--- config.mk ---
export PLATFORM = sky130hd
export DESIGN_NAME = lt4_bank_writer
export DESIGN_NICKNAME = d
export VERILOG_FILES = /design/src/rtl/lt4_bank_writer.sv
export SDC_FILE = /design/constraint.sdc
export NUM_CORES = 1
export LEC_CHECK = 0
export BUFFER_PORTS_ARGS = -buffer_cell sky130_fd_sc_hd__buf_2
export CORE_MARGIN = 8
export CORE_UTILIZATION = 48
export CTS_CLUSTER_SIZE = 28
export DETAILED_ROUTE_END_ITERATION = 7
export GPL_TIMING_DRIVEN = 0
export MAX_ROUTING_LAYER = met4
export PLACE_DENSITY = 0.86
export SKIP_LAST_GASP = 1
export SYNTH_ARGS = -nofsm -noshare
export SYNTH_HDL_FRONTEND = slang
export SYNTH_SLANG_ARGS = --single-unit
export TNS_END_PERCENT = 100
--- constraint.sdc ---
create_clock -name clk -period 2.54 [get_ports clk]
set_input_delay 0.254 -clock clk [delete_from_list [all_inputs] [get_ports clk]]
set_output_delay 0.254 -clock clk [all_outputs]
set_load 0.1 [all_outputs]
--- src/rtl/lt4_bank_writer.sv ---
// rtl/lt4_bank_writer.sv - sequences nibble writes into eight transparent latches sharing one data bus
module lt4_bank_writer #(
    parameter int SETUP_CYC  = 1,
    parameter int STROBE_CYC = 2,
    parameter int HOLD_CYC   = 1
) (
    input  logic        clk,
    input  logic        reset,
    input  logic        req_valid,
    output logic        req_ready,
    input  logic [2:0]  req_addr,
    input  logic [3:0]  req_data,
    output logic [3:0]  lat_d,
    output logic [7:0]  lat_ng,
    output logic [31:0] shadow,
    output logic        busy,
    output logic        done
);

    typedef enum logic [1:0] {
        IDLE   = 2'd0,
        SETUP  = 2'd1,
        STROBE = 2'd2,
        HOLD   = 2'd3
    } state_t;

    // Phase counter is loaded with (length - 1) and a phase ends when it reaches zero.
    localparam logic [3:0] SETUP_LAST  = 4'(SETUP_CYC - 1);
    localparam logic [3:0] STROBE_LAST = 4'(STROBE_CYC - 1);
    localparam logic [3:0] HOLD_LAST   = 4'(HOLD_CYC - 1);

    state_t     state;
    logic [3:0] phase;
    logic [2:0] addr;

    assign req_ready = (state == IDLE);
    assign busy      = ~req_ready;

    always_ff @(posedge clk or posedge reset) begin
        if (reset) begin
            state  <= IDLE;
            phase  <= 4'd0;
            addr   <= 3'd0;
            lat_d  <= 4'h0;
            lat_ng <= 8'hFF;
            shadow <= 32'h0;
            done   <= 1'b0;
        end else begin
            done <= 1'b0;
            case (state)
                IDLE: begin
                    if (req_valid) begin
                        addr  <= req_addr;
                        lat_d <= req_data;
                        phase <= SETUP_LAST;
                        state <= SETUP;
                    end
                end
                SETUP: begin
                    if (phase == 4'd0) begin
                        lat_ng <= ~(8'd1 << addr);
                        phase  <= STROBE_LAST;
                        state  <= STROBE;
                    end else begin
                        phase <= phase - 4'd1;
                    end
                end
                STROBE: begin
                    if (phase == 4'd0) begin
                        // The latch closes on this edge, so the mirror takes the value now.
                        lat_ng                    <= 8'hFF;
                        shadow[{addr, 2'b00} +: 4] <= lat_d;
                        phase                     <= HOLD_LAST;
                        state                     <= HOLD;
                    end else begin
                        phase <= phase - 4'd1;
                    end
                end
                HOLD: begin
                    if (phase == 4'd0) begin
                        done  <= 1'b1;
                        state <= IDLE;
                    end else begin
                        phase <= phase - 4'd1;
                    end
                end
                default: begin
                    lat_ng <= 8'hFF;
                    state  <= IDLE;
                end
            endcase
        end
    end

endmodule

==> impl_metrics.toml <==
[run_status]
status = "complete, no violations"

[synth]
avgSynthCellArea_um2 = 13.03
seq_area_frac_synth_pct = 54.43
syn-num-nets = 213
synthesis.area_um2 = 2501
ys_types = 42
syn_inst = 192
synth_seq_cells = 54
yosys_warnings = 0

[grt]
grt-busiest-layer = "met2"
grt_pass1_vias = 1878
grt.overflow.total = 0
grt_use_met3_pct = 2.908
antenna_found_initial = 0
met2_usage_pct = 25.32
grt.met1_usage_pct = 17.51
grt.total_usage_pct = 15.17
grt_first_pass_wirelength_mm = 8.942
grt_max_degree = 29

[floorplanning]
die_h_um = 88.19
dieArea_um2 = 7777
core_area_um2 = 5075
io_pins = 57
num_rows = 26
die_w_um = 88.19
initial_core_util_pct = 49.29

[layout]
area_growth_pct = 22.11
final_common_cell = "buf_2"
final_cell_mix = "buf_2, dfrtp_1, mux2_2, ha_1, inv_1"
utilization_pct = 60.18
antenna_cells = 0
nNetsFinal = 278
drive_above_1_share_pct = 46.51
fill_cells = 442
final_cell_count_no_fill = 328

[routing]
drtAntennaViolNets = 0
wirelength_mm = 5.378
wire_per_inst_um = 16.40
num_vias = 1713
firstDrtPassIters = 6
vias_per_cell = 5.223
drt_iter0_drc = 107
drc_errors = 0

[timing]
rsz0062_at_grt = "no"
holdWs_ns = 0.005888
max_freq_ghz = 0.4104
period_minus_slack_ns = 2.437
fin_crit_sh_pct = 95.94
fin_ws_ns = 0.1031
fin_skew_ns = 0.01165
worstMarginPinSlew_ns = 0.6063
slew_viol_final = 0
hold_violations = 0
slew_headroom_pct = 59.52
setup_viol = 0

[place]
port_buffers = 56
place_congestion = 0.8000
hpwl_mm = 4.011
dp.cells = 319
dp_slack_ns = -0.2215

[clocking]
cts-htree-levels = 2
cts_num_sinks = 54
cts_buffer_depth = 2
clk_pin_slew_ns = 0.10
worstSkewPairLatency_ns = 0.31
numCtsBuffers = 5
cts_tree = "built"
root_buffer = "clkbuf_8"

[flow_run]
max_cap_violations = 0

[worst_setup_path]
crit_type = "flop to flop"
critPathLaunch = "addr[0]$_DFFE_PP0P_"
worstPathMaxFanout = 10
cp.arrival_ns = 2.63
crit_path_end_kind = "flop"
critPathLaunchType = "flop"
worstReg2RegStart = "addr[0]$_DFFE_PP0P_"
required_ns = 2.74

[hold_path]
hold_path.class = "input pin to asynchronous set/reset pin"
## critical path, stage by stage (launching register included)
cell and delay [ns]:
dfrtp_1 0.41, buf_6 0.15, inv_1 0.07, ha_1 0.24, ha_4 0.20, or3b_1 0.37, or4_1 0.39, buf_2 0.18
mux2_4 0.30
## registers in the layout (all words and copies together) (netlist names)
register	flops
lat_d	4
done	1
phase	4
state	2
lat_ng	8
addr	3
shadow	32
## layout make-up
cell class              instances  area, µm²  share of cell area [%]
well taps                      70      87.58                   2.868
multi-input cells             120       1082                   35.44
inverters                      11      41.29                   1.352
repair buffers                 58      307.8                   10.08
plain buffers                   7      36.28                   1.188
flip-flops and latches         54       1361                   44.57
clock buffers                   5      68.82                   2.253
clock inverters                 3      68.82                   2.253
## through the flow
step	setup TNS (ns)	cell area [µm²]
floorplan	0	2501
global placement	-1.147	2869
detailed placement	-1.590	2889
CTS	0	3033
global route	0	3054
finish	0	3054
## logic make-up after synthesis
kind of cell             share of synthesized area (%)
AO/OA/AOI/OAI                                    4.802
AND/OR/NAND/NOR                                  11.16
adder cells (fa/ha/maj)                          5.503
multiplexers                                     21.31
flip-flops                                       54.43
buffers and inverters                            2.802
## metal layers
layer	share of wire (%)	vias up
met3	5.5	6
met1	43	852
met5	0	-
met4	1.4	0
met2	50	42
li1	-	813
## synthesized netlist by cell type
master,n,area [µm²]
and2_1,1,6.260
o22a_1,2,17.52
mux2_4,4,60.06
buf_2,2,10.01
a31oi_1,2,12.51
o41ai_1,2,17.52
nand2b_1,1,6.260
nor4_2,1,12.51
nor3_1,6,30.03
inv_2,1,3.750
nand2_1,8,30.03
nor4_1,2,12.51
nor4bb_1,1,10.01
mux2_2,34,382.9
and4bb_1,1,12.51
nor2b_1,2,12.51
dfrtp_1,46,1151
a21o_1,1,7.510
ha_1,11,137.6
or3_1,1,6.260
a32oi_1,1,8.760
nand3_1,1,5.000
or3b_1,1,8.760
or2_2,1,6.260
nor3b_1,4,30.03
a21oi_1,1,5.000
nand4b_1,1,8.760
dfstp_2,8,210.2
o31ai_1,2,15.01
a22o_1,1,8.760
nand3b_1,2,15.01
mux2_1,8,90.09
o21a_1,1,7.510
o21ai_0,3,15.01
nor2_1,6,22.52
o21ai_1,1,5.000
nand4bb_1,1,11.26
or4_1,1,7.510
clkbuf_1,5,18.77
and3_1,3,18.77
inv_1,10,37.54
nand4_1,1,6.260
## worst paths after layout
| kind | end | slack, ns | cells past startpoint |
|---|---|---|---|
| setup / recovery | shadow[9]$_DFFE_PP0P_ | 0.10 | 8 |
| hold / removal | shadow[23]$_DFFE_PP0P_ | 0.006 | 2 |
| setup reg to reg | shadow[9]$_DFFE_PP0P_ | 0.10 | 8 |
| hold reg to reg | shadow[30]$_DFFE_PP0P_ | 0.49 | 1 |
| max in group asynchronous | lat_ng[0]$_DFFE_PP1P_ | 1.91 | 3 |
| min in group clk | lat_d[2]$_DFFE_PP0P_ | 0.16 | 2 |
## timing repair
action	in CTS	in global routing
setup endpoints to repair	13	8
pin swaps	0	0
resized for setup	3	3
buffers inserted	0	1
hold buffers	0	0
Power is not shown: default switching activity piles up to over one toggle a cycle in this logic, so the estimate is an artifact.
